### src/rtl/riscv_pipe_pkg.sv
// rtl/riscv_pipe_pkg.sv - shared pipeline clear codes and hazard controller states
package riscv_pipe_pkg;

  localparam logic [1:0] CLR_PASS  = 2'b00;
  localparam logic [1:0] CLR_HOLD  = 2'b01;
  localparam logic [1:0] CLR_FLUSH = 2'b11;

  typedef enum logic [1:0] {
    ST_RUN      = 2'd0,
    ST_MD_BUSY  = 2'd1,
    ST_MEM_WAIT = 2'd2
  } hazard_state_t;

endpackage

### src/rtl/hazard_ctrl_stall_timer.sv
// rtl/hazard_ctrl_stall_timer.sv - loadable down-counter with zero flag for mul/div occupancy
module stall_timer #(
  parameter int CNT_W = 4
) (
  input  logic             clk_i,
  input  logic             rst_i,
  input  logic             load_i,
  input  logic [CNT_W-1:0] load_val_i,
  input  logic             en_i,
  output logic             zero_o
);

  logic [CNT_W-1:0] cnt_q;
  logic [CNT_W-1:0] cnt_d;

  // Load has priority over decrement; the count never wraps below zero.
  always_comb begin
    cnt_d = cnt_q;
    if (load_i) begin
      cnt_d = load_val_i;
    end else if (en_i && (cnt_q != '0)) begin
      cnt_d = cnt_q - 1'b1;
    end
  end

  // Count register, cleared immediately by reset.
  always_ff @(posedge clk_i or posedge rst_i) begin
    if (rst_i) begin
      cnt_q <= '0;
    end else begin
      cnt_q <= cnt_d;
    end
  end

  assign zero_o = (cnt_q == '0);

endmodule

### src/rtl/hazard_ctrl.sv
// rtl/hazard_ctrl.sv - five-stage pipeline hazard controller (load-use, branch, mul/div, mem wait)
module hazard_ctrl
  import riscv_pipe_pkg::*;
#(
  parameter int MD_CYCLES = 8,
  parameter int CNT_W     = 4
) (
  input  logic        clk,
  input  logic        rst,
  input  logic [4:0]  id_rs1,
  input  logic [4:0]  id_rs2,
  input  logic        id_uses_rs1,
  input  logic        id_uses_rs2,
  input  logic [4:0]  ex_rd,
  input  logic        ex_mem_read,
  input  logic        ex_md_start,
  input  logic        ex_branch_taken,
  input  logic        mem_req,
  input  logic        mem_ready,
  output logic [1:0]  clr_ifid,
  output logic [1:0]  clr_idex,
  output logic [1:0]  clr_exmem,
  output logic [1:0]  clr_memwb,
  output logic        pc_hold,
  output logic        busy,
  output logic [15:0] stall_cycles
);

  // The entry cycle in RUN is the first of MD_CYCLES, and the zero-count
  // cycle in MD_BUSY is the last, so the timer starts at MD_CYCLES-2.
  localparam bit               MD_STALLS = (MD_CYCLES > 1);
  localparam logic [CNT_W-1:0] MD_LOAD   = MD_STALLS ? CNT_W'(MD_CYCLES - 2) : '0;

  hazard_state_t state_q, state_d;
  hazard_state_t saved_q, saved_d;
  hazard_state_t eff_state;
  logic          md_load, md_dec, md_zero;
  logic          mem_stall, load_use;
  logic [15:0]   stall_q, stall_d;

  assign mem_stall = mem_req & ~mem_ready;
  assign load_use  = ex_mem_read && (ex_rd != 5'd0) &&
                     ((id_uses_rs1 && (id_rs1 == ex_rd)) ||
                      (id_uses_rs2 && (id_rs2 == ex_rd)));

  stall_timer #(
    .CNT_W(CNT_W)
  ) u_md_timer (
    .clk_i     (clk),
    .rst_i     (rst),
    .load_i    (md_load),
    .load_val_i(MD_LOAD),
    .en_i      (md_dec),
    .zero_o    (md_zero)
  );

  // Prioritised hazard resolution; leaving MEM_WAIT evaluates from the restored state.
  always_comb begin
    clr_ifid  = CLR_PASS;
    clr_idex  = CLR_PASS;
    clr_exmem = CLR_PASS;
    clr_memwb = CLR_PASS;
    pc_hold   = 1'b0;
    md_load   = 1'b0;
    md_dec    = 1'b0;
    eff_state = (state_q == ST_MEM_WAIT) ? saved_q : state_q;
    state_d   = ST_RUN;
    saved_d   = saved_q;
    if (rst) begin
      clr_ifid  = CLR_FLUSH;
      clr_idex  = CLR_FLUSH;
      clr_exmem = CLR_FLUSH;
      clr_memwb = CLR_FLUSH;
      pc_hold   = 1'b1;
      saved_d   = ST_RUN;
    end else if (mem_stall) begin
      clr_ifid  = CLR_HOLD;
      clr_idex  = CLR_HOLD;
      clr_exmem = CLR_HOLD;
      clr_memwb = CLR_FLUSH;
      pc_hold   = 1'b1;
      state_d   = ST_MEM_WAIT;
      saved_d   = eff_state;
    end else if (eff_state == ST_MD_BUSY) begin
      if (!md_zero) begin
        clr_ifid  = CLR_HOLD;
        clr_idex  = CLR_HOLD;
        clr_exmem = CLR_FLUSH;
        pc_hold   = 1'b1;
        md_dec    = 1'b1;
        state_d   = ST_MD_BUSY;
      end
    end else if (ex_md_start && MD_STALLS) begin
      clr_ifid  = CLR_HOLD;
      clr_idex  = CLR_HOLD;
      clr_exmem = CLR_FLUSH;
      pc_hold   = 1'b1;
      md_load   = 1'b1;
      state_d   = ST_MD_BUSY;
    end else if (ex_branch_taken) begin
      clr_ifid  = CLR_FLUSH;
      clr_idex  = CLR_FLUSH;
    end else if (load_use) begin
      clr_ifid  = CLR_HOLD;
      clr_idex  = CLR_FLUSH;
      pc_hold   = 1'b1;
    end
  end

  // Saturating count of PC-hold cycles.
  always_comb begin
    stall_d = stall_q;
    if (pc_hold && (stall_q != 16'hFFFF)) begin
      stall_d = stall_q + 16'd1;
    end
  end

  // State, saved state and performance counter registers.
  always_ff @(posedge clk or posedge rst) begin
    if (rst) begin
      state_q <= ST_RUN;
      saved_q <= ST_RUN;
      stall_q <= '0;
    end else begin
      state_q <= state_d;
      saved_q <= saved_d;
      stall_q <= stall_d;
    end
  end

  assign busy         = ~rst && (state_q != ST_RUN);
  assign stall_cycles = stall_q;

endmodule
### config.mk
export PLATFORM = sky130hd
export DESIGN_NAME = hazard_ctrl
export DESIGN_NICKNAME = d
export VERILOG_FILES = /design/src/rtl/riscv_pipe_pkg.sv /design/src/rtl/hazard_ctrl_stall_timer.sv /design/src/rtl/hazard_ctrl.sv
export SDC_FILE = /design/constraint.sdc
export NUM_CORES = 1
export LEC_CHECK = 0
export BUFFER_PORTS_ARGS = -buffer_cell sky130_fd_sc_hd__clkbuf_2
export CORE_MARGIN = 1.5
export CORE_UTILIZATION = 25
export CTS_CLUSTER_DIAMETER = 150
export DETAILED_ROUTE_END_ITERATION = 10
export GPL_TIMING_DRIVEN = 0
export PLACE_DENSITY = 0.43
export SYNTH_ARGS = -nofsm -noshare
export SYNTH_HDL_FRONTEND = slang
export SYNTH_SLANG_ARGS = --single-unit
export TNS_END_PERCENT = 50
### constraint.sdc
create_clock -name clk -period 5.7 [get_ports clk]
set_input_delay 1.14 -clock clk [delete_from_list [all_inputs] [get_ports clk]]
set_output_delay 1.14 -clock clk [all_outputs]
set_load 0.03 [all_outputs]
# Word level (Yosys, flattened, before mapping)
# Index checks and enable logic that the tools add are counted.
# W data, S select, Z words.
# classes
addsub	2
n_eq_ne	5
mux	43
bitwise_logic	3
reduce_logical	14
# ops
operator	count
$mux W2	24
$mux W1	17
$add A16 B1 Y16 const B	1
$ne A16 B16 Y1 const B	1
$eq A5 B5 Y1	2
$mux W4	2
$logic_and A1 B1 Y1	7
$reduce_bool A2 Y1	3
$reduce_bool A5 Y1	1
$logic_not A4 Y1	1
$reduce_bool A4 Y1	1
$sub A4 B1 Y4 const B	1
$eq A2 B1 Y1 const B	1
$eq A2 B2 Y1 const B	1
$not A1 Y1	2
$and A1 B1 Y1	1
$logic_or A1 B1 Y1	1
# totals
register_bits	24
in_bits	24

# Logic depth before layout (Yosys ltp)
# logic_depth
depth_word	11
mapped_depth	8

# By module
# From an unflattened synthesis, not the netlist that was laid out.
# hier_totals
cells_unflattened	160
area_unflattened_um2	1508.9
# by_module_without_submodules
mod	instances	cells_per_inst	area_per_inst_um2
hazard_ctrl	1	132	1247.4
stall_timer	1	28	261.5

# Worst setup path before layout
# OpenSTA, ideal clock, no wires.
# synth_timing
kind	in2out
startpoint	in ex_rd[2]
endpoint	out clr_idex[1]
arrival_ns	2.684
slack_ns	1.876
path_stages	6
n_path_buf	0
path_cell_list	xnor2_1 > nand4_1 > o22ai_1 > nor2b_1 > o21ai_0 > o31ai_1
# synth_between
elab_chain_len	10
word_cells_on_any_way	14
cone_classes	2 x eq/ne; 6 x mux; 6 x reduce/logical
# synth_rtl
element	line_no	source
from (decl)	hazard_ctrl.sv:14	input logic [4:0] ex_rd,
$eq A5 B5 Y1 (on tied branches)	hazard_ctrl.sv:43, hazard_ctrl.sv:44	
$logic_and A1 B1 Y1 (on tied branches)	hazard_ctrl.sv:43, hazard_ctrl.sv:44	
$logic_or A1 B1 Y1	hazard_ctrl.sv:43	((id_uses_rs1 && (id_rs1 == ex_rd)) ||
$logic_and A1 B1 Y1 (*)	hazard_ctrl.sv:42	assign load_use = ex_mem_read && (ex_rd != 5'd0) &&
$mux W2 (*)	hazard_ctrl.sv:103	end else if (load_use) begin
$mux W2 (*)	hazard_ctrl.sv:100	end else if (ex_branch_taken) begin
$mux W2 (*)	hazard_ctrl.sv:93	end else if (ex_md_start && MD_STALLS) begin
$mux W2 (*)	hazard_ctrl.sv:84	end else if (eff_state == ST_MD_BUSY) begin
$mux W2 (*)	hazard_ctrl.sv:76	end else if (mem_stall) begin
$mux W2 (*)	hazard_ctrl.sv:69	if (rst) begin
to (decl)	hazard_ctrl.sv:21	output logic [1:0] clr_idex,
# Every way passes the cells marked *; elsewhere a longest branch is shown, timed or not.

# Worst setup path in the final report
# layout_timing
startpoint	in ex_rd[1]
endpoint	out pc_hold
# layout_between
elab_chain_len	10
word_cells_on_any_way	14
cone_classes	2 x eq/ne; 6 x mux; 6 x reduce/logical
# layout_rtl
element	line_no	source
$eq A5 B5 Y1 (on tied branches)	hazard_ctrl.sv:43, hazard_ctrl.sv:44	
$logic_and A1 B1 Y1 (on tied branches)	hazard_ctrl.sv:43, hazard_ctrl.sv:44	
$logic_or A1 B1 Y1	hazard_ctrl.sv:43	
$logic_and A1 B1 Y1 (*)	hazard_ctrl.sv:42	
$mux W1 (*)	hazard_ctrl.sv:103	
$mux W1 (*)	hazard_ctrl.sv:100	
$mux W1 (*)	hazard_ctrl.sv:93	
$mux W1 (*)	hazard_ctrl.sv:84	
$mux W1 (*)	hazard_ctrl.sv:76	
$mux W1 (*)	hazard_ctrl.sv:69	
to (decl)	hazard_ctrl.sv:24	output logic pc_hold,
# Marks and branches as above.

==> impl_metrics.toml <==
[routing]
dr_total_vias = 1204
vias_per_cell = 4.39
drc = 0
wl_per_cell_um = 11.6
postRouteAntennaNets = 0
totalWireLength_mm = 3.19
dr.pass1.iters = 4
drtIter0Drc = 30

[synthesis]
async_flop_share_pct = 100
synth-seq-area-share_pct = 41.9
synth.ff_latch_count = 24
netlist_area_um2 = 1430
synthDistinctLibCells = 39
syn_avg_cell_area_um2 = 9.62
synth_area_leaders = "dfrtp_1, xnor2_1, xor2_1, nand3_1, nor3_1"
netlist.area_leader.share_pct = 41.9
synth_edf_count = 0
post-synth-top-area-cell = "dfrtp_1"
ys.flop_type = "dfrtp_1"
syn_nets = 176
synthCells = 149
ys.warnings.count = 0

[worst_setup_path]
critPathTopFamily = "simple AND/OR/NAND/NOR gates"
path_class = "in -> out"
crit_buf_inv = 4
cp_common_cell = "clkbuf_2"
slowest_delay_ns = 0.54
cp_data_arrival_time_ns = 2.91
crit_chain = "clkbuf_2, or4_1, o21ai_2, nor4_1, a211oi_4, buf_6, inv_1, clkbuf_2"
cp.required_ns = 4.56
critPathSlowestCell = "or4_1"
cp_max_fo = 10
cp-end-kind = "primary output"
critical_path.startpoint_type = "primary input"

[floorplanning]
die_y_um = 78.7
die_area_um2 = 6200
start_util_pct = 26.0
num_rows = 27
io-pin-count = 50
dieWidth_um = 78.7
core_um2 = 5510

[grt]
grt_overflow_total = 0
antenna_found_initial = 0
track_usage_pct = 10.7
grt_pass1_vias = 1152
grt_pass1_wl_mm = 5.36
grt_max_degree = 29

[placed_design]
place_congestion = 0.716
post-place-cells = 270
hpwlAfterDp_mm = 2.56
io_buffers = 49

[sta]
drv_slew = 0
post-route-period-util_pct = 71.1
fin_tns_setup_ns = 0
hold_viol_final = 0
slew_headroom_pct = 31.8
min_period_ns = 4.05
clock_skew_ns = 0.00233
max_freq_mhz = 247
grt_setup_unrepaired = "false"
setup_viol = 0
tightest_slew_ns = 1.02

[clock_tree]
htree_levels = 1
cts_sinks = 24
postCtsHoldBufs = 0
cts_resized = 0
clk_latency_ns = 0.26
cts_tree = "done"
clkTransAtPathRegs_ns = 0.09
ctsLongestPathBuffers = 2
cts_root_buf = "clkbuf_8"
cts_setup_buffers = 0
cts_buffers = 3

[cells_and_area]
fillerInstances = 583
instances_no_fill = 274
fin_nets = 230
antenna_cells = 0
syn2layout_area_growth_pct = 27.2
drive_above_1_share_pct = 33.2

[pwr]
power_density_nw_per_um2 = 379
p_leak_nw = 0.857
ir_drop_mv = 0.142

[outcome]
outcome = "completed"

[worst_hold_path]
min_path_type = "reg -> reg"

[flow_run]
maxCapViolCount = 0
[layer usage]
layer / vias to the layer above / wire length [µm] / GRT usage [%]
met3: 2 / 188 / 1.95
li1: 621 / - / -
met5: - / 0 / 0
met2: 39 / 1520 / 17.5
met1: 542 / 1450 / 13.9
met4: 0 / 33 / 4.29
[through the flow]
step	cell area, µm²	utilization [%]	setup WS [ns]	power (mW)	hold slack (ns)
after floorplan	1430	-	1.88	0.489	0.489
after global placement	1770	32.1	1.62	0.581	0.484
after detailed placement	1770	32.1	1.61	0.581	0.491
after CTS	1820	33.1	1.61	0.700	0.504
after global routing	1820	33.1	1.49	0.740	0.519
final	1820	33.1	1.65	0.692	0.501
[cell families after synthesis]
family,after synthesis,share of synthesized area [%]
flops,24,41.9
compound gates,16,7.77
xor+xnor,25,15.3
buf+inv,14,4.62
simple gates,64,25.3
mux,3,2.53
fa+ha+maj,3,2.62
[cells in the final DEF (no fill, tap or decap), types with 2 or more instances in the layout]
| master | Yosys | layout |
|---|---|---|
| a21oi_1 | 3 | 3 |
| and3_1 | 3 | 3 |
| clkbuf_2 | 1 | 50 |
| clkbuf_8 | 0 | 4 |
| dfrtp_1 | 24 | 24 |
| ha_1 | 3 | 3 |
| inv_1 | 10 | 10 |
| nand2_1 | 9 | 9 |
| nand3_1 | 10 | 10 |
| nand4_1 | 4 | 4 |
| nor2_1 | 8 | 8 |
| nor2_2 | 2 | 2 |
| nor2b_1 | 3 | 3 |
| nor3_1 | 8 | 8 |
| nor3b_1 | 2 | 2 |
| nor4_1 | 5 | 5 |
| nor4b_1 | 2 | 2 |
| o21ai_0 | 6 | 6 |
| or3_1 | 2 | 2 |
| xnor2_1 | 13 | 13 |
| xor2_1 | 12 | 12 |
[report_power, final]
| group | total, mW | switching (mW) | leakage (nW) | internal, mW |
|---|---|---|---|---|
| Combinational | 0.293 | 0.187 | 0.539 | 0.106 |
| Clock | 0.118 | 0.0561 | 0.0288 | 0.0616 |
| Sequential | 0.281 | 0.0582 | 0.290 | 0.223 |
| Total | 0.692 | 0.301 | 0.857 | 0.390 |
[registers in the layout, summed over array words and instances (netlist names)]
register          count
u_md_timer.cnt_q      4
stall_cycles         16
saved_q               2
state_q               2
[synth_stat cells, drive strengths merged, types with 4 or more instances]
cell type,instances
xor2,12
nand3,10
xnor2,13
nor2,10
nand2,9
o21ai,7
nor3,8
nand4,4
dfrtp,24
inv,10
nor4,6
[worst register-to-register path, cell delays in order (launching register included)]
cell      delay [ns]
dfrtp_1         0.39
inv_1           0.11
ha_1            0.16
or3b_2          0.46
mux2_2          0.31
a211oi_4        0.37
buf_6           0.21
nor3_1          0.07
xor2_1          0.15
[layout make-up]
class / instances / area, µm² / share of cell area (%)
plain buffers: 4 / 28.8 / 1.58
well taps: 72 / 90.1 / 4.94
multi-input cells: 111 / 767 / 42.0
clock buffers: 4 / 55.1 / 3.02
repair buffers: 49 / 245 / 13.4
inverters: 10 / 37.5 / 2.06
flip-flops and latches: 24 / 601 / 32.9
[worst paths after layout]
check / endpoint / startpoint / slack [ns] / cells after the start
worst max register to register: stall_cycles[5] / u_md_timer.cnt_q[0] / 3.35 / 8
max in group asynchronous: stall_cycles[0] / rst / 3.92 / 2
worst min register to register: stall_cycles[8] / stall_cycles[8] / 0.50 / 1
worst min-delay path: stall_cycles[8] / stall_cycles[8] / 0.50 / 1
min in group asynchronous: u_md_timer.cnt_q[2] / rst / 1.16 / 2
worst max-delay path: pc_hold / ex_rd[1] / 1.65 / 8
(Power assumes the default switching activity.)
